File: src/rtl/hog_cell_histogram_if.sv
// Pixel-in / histogram-out bundle for hog_cell_histogram.
// master: upstream pixel source plus downstream histogram sink (the environment).
// slave : the histogram accumulator itself.
interface hog_cell_histogram_if #(
    parameter int NUM_BINS  = 9,
    parameter int BIN_IDX_W = 4,
    parameter int MAG_W     = 16,
    parameter int ACC_W     = 16
);
    logic                      in_valid;
    logic                      in_ready;
    logic [MAG_W-1:0]          in_mag;
    logic [BIN_IDX_W-1:0]      in_bin;
    logic                      out_valid;
    logic                      out_ready;
    logic [NUM_BINS*ACC_W-1:0] hist_out;
    logic                      ovf_flag;
    logic                      bad_bin;

    modport master (
        output in_valid, in_mag, in_bin, out_ready,
        input  in_ready, out_valid, hist_out, ovf_flag, bad_bin
    );

    modport slave (
        input  in_valid, in_mag, in_bin, out_ready,
        output in_ready, out_valid, hist_out, ovf_flag, bad_bin
    );
endinterface

File: src/rtl/hog_cell_histogram.sv
// HOG cell histogram accumulator.
// Adds each accepted pixel magnitude into the bin chosen by its angle index.
// After CELL_PIXELS accepted pixels, the finished histogram is moved into a
// one-entry output register (valid/ready) and accumulation restarts at once.
// Optional build macro: HOG_HIST_SATURATE_EN -- per-bin adds saturate at
// 2^ACC_W-1 instead of wrapping; the carry is reported in ovf_flag either way.
module hog_cell_histogram #(
    parameter int NUM_BINS    = 9,
    parameter int BIN_IDX_W   = 4,
    parameter int MAG_W       = 16,
    parameter int ACC_W       = 16,
    parameter int CELL_PIXELS = 64,
    parameter int CNT_W       = 7
) (
    input  logic               clk,
    input  logic               rst_n,
    input  logic               enable,
    hog_cell_histogram_if.slave bus
);

    typedef enum logic [1:0] {
        IDLE  = 2'd0,
        ACCUM = 2'd1,
        STALL = 2'd2
    } state_t;

    state_t                    state_reg;
    state_t                    state_next;
    logic [CNT_W-1:0]          cnt_reg;
    logic                      out_valid_reg;
    logic                      ovf_flag_reg;
    logic                      bad_bin_reg;
    logic [NUM_BINS*ACC_W-1:0] hist_reg;

    logic                      in_ready_int;
    logic                      last_pixel;
    logic                      out_blocked;
    logic                      accept;
    logic                      cell_done;
    logic                      bin_ok;
    logic [NUM_BINS*ACC_W-1:0] acc_upd;
    logic [NUM_BINS-1:0]       bin_ovf;

    assign last_pixel  = (cnt_reg == CNT_W'(CELL_PIXELS - 1));
    // The output register is occupied and will not drain this cycle.
    assign out_blocked = out_valid_reg && !bus.out_ready;
    assign accept      = bus.in_valid && in_ready_int;
    assign cell_done   = accept && last_pixel;
    // Widened compare so NUM_BINS == 2^BIN_IDX_W does not truncate to zero.
    assign bin_ok      = ({1'b0, bus.in_bin} < (BIN_IDX_W + 1)'(NUM_BINS));

    // Next-state and in_ready decode; a low enable overrides everything.
    always_comb begin
        state_next   = state_reg;
        in_ready_int = 1'b0;
        case (state_reg)
            IDLE: begin
                state_next = ACCUM;
            end
            ACCUM: begin
                in_ready_int = !(last_pixel && out_blocked);
                if (last_pixel && out_blocked) begin
                    state_next = STALL;
                end
            end
            STALL: begin
                // Last pixel goes in on the same edge the old histogram leaves.
                in_ready_int = bus.out_ready;
                if (bus.out_ready) begin
                    state_next = ACCUM;
                end
            end
            default: begin
                state_next = IDLE;
            end
        endcase
        if (!enable) begin
            state_next   = IDLE;
            in_ready_int = 1'b0;
        end
    end

    // FSM state register.
    always_ff @(posedge clk or negedge rst_n) begin
        if (!rst_n) begin
            state_reg <= IDLE;
        end else begin
            state_reg <= state_next;
        end
    end

    // Per-bin accumulator, overflow tracker and add/saturate datapath.
    generate
        for (genvar gi = 0; gi < NUM_BINS; gi++) begin : g_bin
            logic [ACC_W-1:0] acc_reg;
            logic             ovf_reg;
            logic             hit;
            logic [ACC_W:0]   sum_full;
            logic [ACC_W-1:0] sum_val;
            logic             carry;

            assign hit      = accept && bin_ok && (bus.in_bin == BIN_IDX_W'(gi));
            assign sum_full = {1'b0, acc_reg} + {1'b0, ACC_W'(bus.in_mag)};
            assign carry    = hit && sum_full[ACC_W];
`ifdef HOG_HIST_SATURATE_EN
            assign sum_val  = sum_full[ACC_W] ? {ACC_W{1'b1}} : sum_full[ACC_W-1:0];
`else
            assign sum_val  = sum_full[ACC_W-1:0];
`endif
            // Bin value and overflow as they stand including this cycle's pixel.
            assign acc_upd[gi*ACC_W +: ACC_W] = hit ? sum_val : acc_reg;
            assign bin_ovf[gi]                = ovf_reg | carry;

            // Accumulate; clear on a finished cell or while disabled.
            always_ff @(posedge clk or negedge rst_n) begin
                if (!rst_n) begin
                    acc_reg <= '0;
                    ovf_reg <= 1'b0;
                end else if (!enable || cell_done) begin
                    acc_reg <= '0;
                    ovf_reg <= 1'b0;
                end else if (hit) begin
                    acc_reg <= sum_val;
                    ovf_reg <= ovf_reg | carry;
                end
            end
        end
    endgenerate

    // Pixel counter within the current cell.
    always_ff @(posedge clk or negedge rst_n) begin
        if (!rst_n) begin
            cnt_reg <= '0;
        end else if (!enable || cell_done) begin
            cnt_reg <= '0;
        end else if (accept) begin
            cnt_reg <= cnt_reg + 1'b1;
        end
    end

    // Output register: loaded on cell completion, drains even while disabled.
    always_ff @(posedge clk or negedge rst_n) begin
        if (!rst_n) begin
            hist_reg      <= '0;
            ovf_flag_reg  <= 1'b0;
            out_valid_reg <= 1'b0;
        end else if (cell_done) begin
            hist_reg      <= acc_upd;
            ovf_flag_reg  <= |bin_ovf;
            out_valid_reg <= 1'b1;
        end else if (bus.out_ready) begin
            out_valid_reg <= 1'b0;
        end
    end

    // Sticky out-of-range bin index flag, cleared by a disable.
    always_ff @(posedge clk or negedge rst_n) begin
        if (!rst_n) begin
            bad_bin_reg <= 1'b0;
        end else if (!enable) begin
            bad_bin_reg <= 1'b0;
        end else if (accept && !bin_ok) begin
            bad_bin_reg <= 1'b1;
        end
    end

    assign bus.in_ready  = in_ready_int;
    assign bus.out_valid = out_valid_reg;
    assign bus.hist_out  = hist_reg;
    assign bus.ovf_flag  = ovf_flag_reg;
    assign bus.bad_bin   = bad_bin_reg;

endmodule

File: src/flat_wrapper.sv
// flat-port wrapper written by rule: the top's interface ports become plain ports
module hog_cell_histogram_flat 
#(
    parameter int NUM_BINS    = 9,
    parameter int BIN_IDX_W   = 4,
    parameter int MAG_W       = 16,
    parameter int ACC_W       = 16,
    parameter int CELL_PIXELS = 64,
    parameter int CNT_W       = 7
)
  (clk, rst_n, enable, bus_in_valid, bus_in_mag, bus_in_bin, bus_out_ready, bus_in_ready, bus_out_valid, bus_hist_out, bus_ovf_flag, bus_bad_bin);
  hog_cell_histogram_if #(.NUM_BINS(NUM_BINS), .BIN_IDX_W(BIN_IDX_W), .MAG_W(MAG_W), .ACC_W(ACC_W)) bus_i ();
  input  logic clk;
  input  logic rst_n;
  input  logic enable;
  input wire logic [$bits(bus_i.in_valid)-1:0] bus_in_valid;
  input wire logic [$bits(bus_i.in_mag)-1:0] bus_in_mag;
  input wire logic [$bits(bus_i.in_bin)-1:0] bus_in_bin;
  input wire logic [$bits(bus_i.out_ready)-1:0] bus_out_ready;
  output wire logic [$bits(bus_i.in_ready)-1:0] bus_in_ready;
  output wire logic [$bits(bus_i.out_valid)-1:0] bus_out_valid;
  output wire logic [$bits(bus_i.hist_out)-1:0] bus_hist_out;
  output wire logic [$bits(bus_i.ovf_flag)-1:0] bus_ovf_flag;
  output wire logic [$bits(bus_i.bad_bin)-1:0] bus_bad_bin;
  assign bus_i.in_valid = bus_in_valid;
  assign bus_i.in_mag = bus_in_mag;
  assign bus_i.in_bin = bus_in_bin;
  assign bus_i.out_ready = bus_out_ready;
  assign bus_in_ready = bus_i.in_ready;
  assign bus_out_valid = bus_i.out_valid;
  assign bus_hist_out = bus_i.hist_out;
  assign bus_ovf_flag = bus_i.ovf_flag;
  assign bus_bad_bin = bus_i.bad_bin;
  hog_cell_histogram #(.NUM_BINS(NUM_BINS), .BIN_IDX_W(BIN_IDX_W), .MAG_W(MAG_W), .ACC_W(ACC_W), .CELL_PIXELS(CELL_PIXELS), .CNT_W(CNT_W)) u_core (.clk(clk), .rst_n(rst_n), .enable(enable), .bus(bus_i));
endmodule
File: config.mk
export PLATFORM = sky130hd
export DESIGN_NAME = hog_cell_histogram_flat
export DESIGN_NICKNAME = d
export VERILOG_FILES = /design/src/rtl/hog_cell_histogram_if.sv /design/src/rtl/hog_cell_histogram.sv /design/src/flat_wrapper.sv
export SDC_FILE = /design/constraint.sdc
export NUM_CORES = 1
export LEC_CHECK = 0
export CAP_MARGIN = 15
export CORE_MARGIN = 5
export CORE_UTILIZATION = 46
export CTS_CLUSTER_SIZE = 10
export DETAILED_ROUTE_END_ITERATION = 12
export PLACE_DENSITY = 0.75
export SLEW_MARGIN = 15
export SYNTH_ARGS = -nofsm -noshare
export SYNTH_HDL_FRONTEND = slang
export SYNTH_SLANG_ARGS = --single-unit
File: constraint.sdc
create_clock -name clk -period 3.1 [get_ports clk]
set_input_delay 0.62 -clock clk [delete_from_list [all_inputs] [get_ports clk]]
set_output_delay 0.62 -clock clk [all_outputs]
set_load 0.01 [all_outputs]
==> results.toml <==
[synth]
synth-seq-cells = 309
synth_top_area_share_pct = 43.2
synth_top_cell_by_area = "dfrtp_1"
syn_nets = 2125
synth_area_leaders = "dfrtp_1 (43%), ha_1 (10%), nor2_1 (6.1%)"
netlist_instances = 1942
yosys_warnings = 0
synthArstFlopShare_pct = 100
synthFlopType = "dfrtp_1"
ys_seq_area_share_pct = 43.2
synth.distinct_cells = 74
syn-cell-area_um2 = 17900
post_synth.cell_area_avg_um2 = 9.22
synth_edf_count = 0

[routing]
dr.pass1.iters = 5
drt_wl_total_um = 54500
drt_iter0_drc = 1015
routedWlPerCell_um = 18.4
drc = 0
viasPerCell = 5.51
vias = 16296
drtAntennaViolNets = 0

[timing]
fin_crit_sh_pct = 96.5
fin_ws_ns = 0.109
clock_skew_ns = 0.0245
setup_violations = 0
slew_headroom_pct = 55.9
clock.fmax_mhz = 334
period_needed_ns = 2.99
hold_violations = 0
worstMarginPinSlew_ns = 0.662
tns_ns = 0
holdWs_ns = 0.0821
slew_viol_final = 0

[placement]
gp_congestion = 0.911
place_hpwl_um = 39600
placed_area_um2 = 22800
dp_worst_setup_slack_ns = -1.03
dp.cells = 2887
portBuffers = 172

[floorplanning]
die_x_um = 207
dieArea_um2 = 43000
io_pins = 173
design.core.area_um2 = 38600
die-height_um = 207
fp-row-count = 72
start_util_pct = 46.4

[grt]
grt_antenna_before_repair = 1
grt_pass1_vias = 16634
grt.total_usage_pct = 24.6
grt_pass1_wl_um = 86800
grt_max_degree = 117
overflow = 0

[worst_setup_path]
max_stage_delay_ns = 0.44
endpoint_kind = "register"
slowest_stage = "clkdlybuf4s50_1"
timing.rr.end = "u_core.bus.ovf_flag"
r2r-start = "u_core.g_bin[2].acc_reg[0]"
ff2ff_path_depth = 11
criticalPathCategory = "in -> reg"
rrSetupSlack_ns = 0.19
cp.required_ns = 3.52
crit_path_max_fanout = 6
crit_arrival_ns = 3.41
crit_chain = "clkdlybuf4s50_1, buf_12, buf_4, ha_1, o21ai_1, a2111oi_1, buf_4, nor2_1, a211o_1, o21a_1, xnor2_1, mux2i_1, o21ai_1"
start_kind = "input port"

[power]
power_frac_comb_pct = 10.7
switching_share_pct = 24.5
internal_power_mw = 6.95
seq_power_share_pct = 44.3
total_power_mw = 9.21
p_per_area_nw_per_um2 = 379
p_sw_mw = 2.26
clockPowerShare_pct = 45.0
peakVddDrop_uv = 277
p_leak_nw = 11.8

[final_layout]
syn_to_final_growth_pct = 35.6
finish.utilization_pct = 63.0
drive_gt1_share_pct = 18.7
design_area_um2 = 24300
fillers = 3177
final_cells = 2958
antenna_cells = 0
nets = 2612

[status]
status = "finished, final reports clean"

[clock_tree]
clock_latency_ns = 0.55
clk_path_buf_depth = 3
cts-root-buf = "clkbuf_16"
clkSlewWorstSetupHoldPaths_ns = 0.06
cts_buffers = 38
clkSinkCount = 309
cts_tree = "yes"
htreeDepth = 2

[min_path]
min-delay-path-class = "in -> async"

[run]
maxCapViolations = 0
power groups by stage:
stage | registers [mW] | clock network (mW) | logic (mW)
floorplan | 4.14 | 0 | 0.429
global placement | 4.15 | 0 | 0.919
detailed placement | 4.15 | 0 | 0.958
CTS | 4.08 | 4.23 | 0.973
global route | 4.08 | 4.39 | 1.08
finish | 4.08 | 4.15 | 0.985
worst max-delay path, delay by kind of cell:
kind	cells	cell delay, ns
multiplexers	1	0.22
AND/OR/NAND/NOR	1	0.04
adder cells (fa/ha/maj)	1	0.30
AO/OA/AOI/OAI	5	1.10
buffers and inverters	4	0.97
XOR/XNOR	1	0.15
synth_stat cells, types with 10 or more instances:
cell type  count
dfrtp_1      309
nor2_1       290
nand2_1      195
o21ai_0      186
a21oi_1      150
ha_1         149
xnor2_1       65
mux2i_1       63
nor3_1        57
buf_2         41
inv_1         41
xor2_1        35
o21a_1        31
clkbuf_1      29
nor2b_1       26
a21o_1        22
nand3_1       22
or3_1         20
a211oi_1      19
and3_1        15
nand2b_1      12
nand4_1       11
a31oi_1       10
and2_1        10
o21bai_1      10
cells in the final DEF (no fill, tap or decap), drive strengths merged, types with 57 or more instances in the layout:
master | Yosys | final
a21oi | 151 | 151
buf | 47 | 351
clkdlybuf4s50 | 0 | 165
dfrtp | 309 | 309
ha | 149 | 149
mux2i | 63 | 63
nand2 | 195 | 195
nor2 | 290 | 290
nor3 | 57 | 57
o21ai | 188 | 188
xnor2 | 65 | 65
final cells by class:
cell class	instances	area [um^2]	area share, %
clock buffers	47	1030	4.23
clock inverters	4	73.8	0.304
inverters	41	154	0.634
multi-input cells	1516	9900	40.8
flip-flops and latches	309	7730	31.8
well taps	518	648	2.67
repair buffers	523	4750	19.6
how the worst max path moves through the flow:
stage | startpoint | to | slack, ns | depth (start not counted)
after floorplan | bus_in_mag[0] | u_core.bus.ovf_flag | 0.005 | 11
final | bus_in_mag[6] | u_core.bus.hist_out[94] | 0.11 | 13
after detailed placement | bus_in_mag[0] | u_core.bus.ovf_flag | -1.03 | 14
after global placement | bus_in_mag[0] | u_core.bus.ovf_flag | -0.94 | 14
after global routing | bus_in_mag[8] | u_core.bus.ovf_flag | -0.02 | 12
after CTS | bus_in_mag[0] | u_core.bus.ovf_flag | -0.006 | 14
cells by family after synthesis:
kind of cell / count (synthesis) / synth area share, %
AOI/OAI and AO/OA: 509 / 17.3
muxes: 64 / 3.58
adders and majority gates: 158 / 11.4
DFF: 309 / 43.2
buffers and inverters: 117 / 2.84
and+or+nand+nor: 685 / 16.8
xor gates and xnor gates: 100 / 4.89
metal layers:
layer	vias to the layer above	track usage [%]	wire length, um
li1	7815	-	-
met1	7977	31.2	23100
met2	401	43.2	27000
met3	101	3.76	2620
met4	2	8.44	1770
met5	-	0	13
repair_timing:
| item | CTS | global route |
|---|---|---|
| pin swaps | 8 | 27 |
| endpoints found under the hold margin | 0 | 0 |
| hold buffers | 0 | 0 |
| gates resized for setup | 15 | 49 |
| cloned | 0 | 1 |
| buffers inserted | 13 | 6 |
| endpoints found under the setup margin | 50 | 55 |
(Power assumes the default switching activity.)
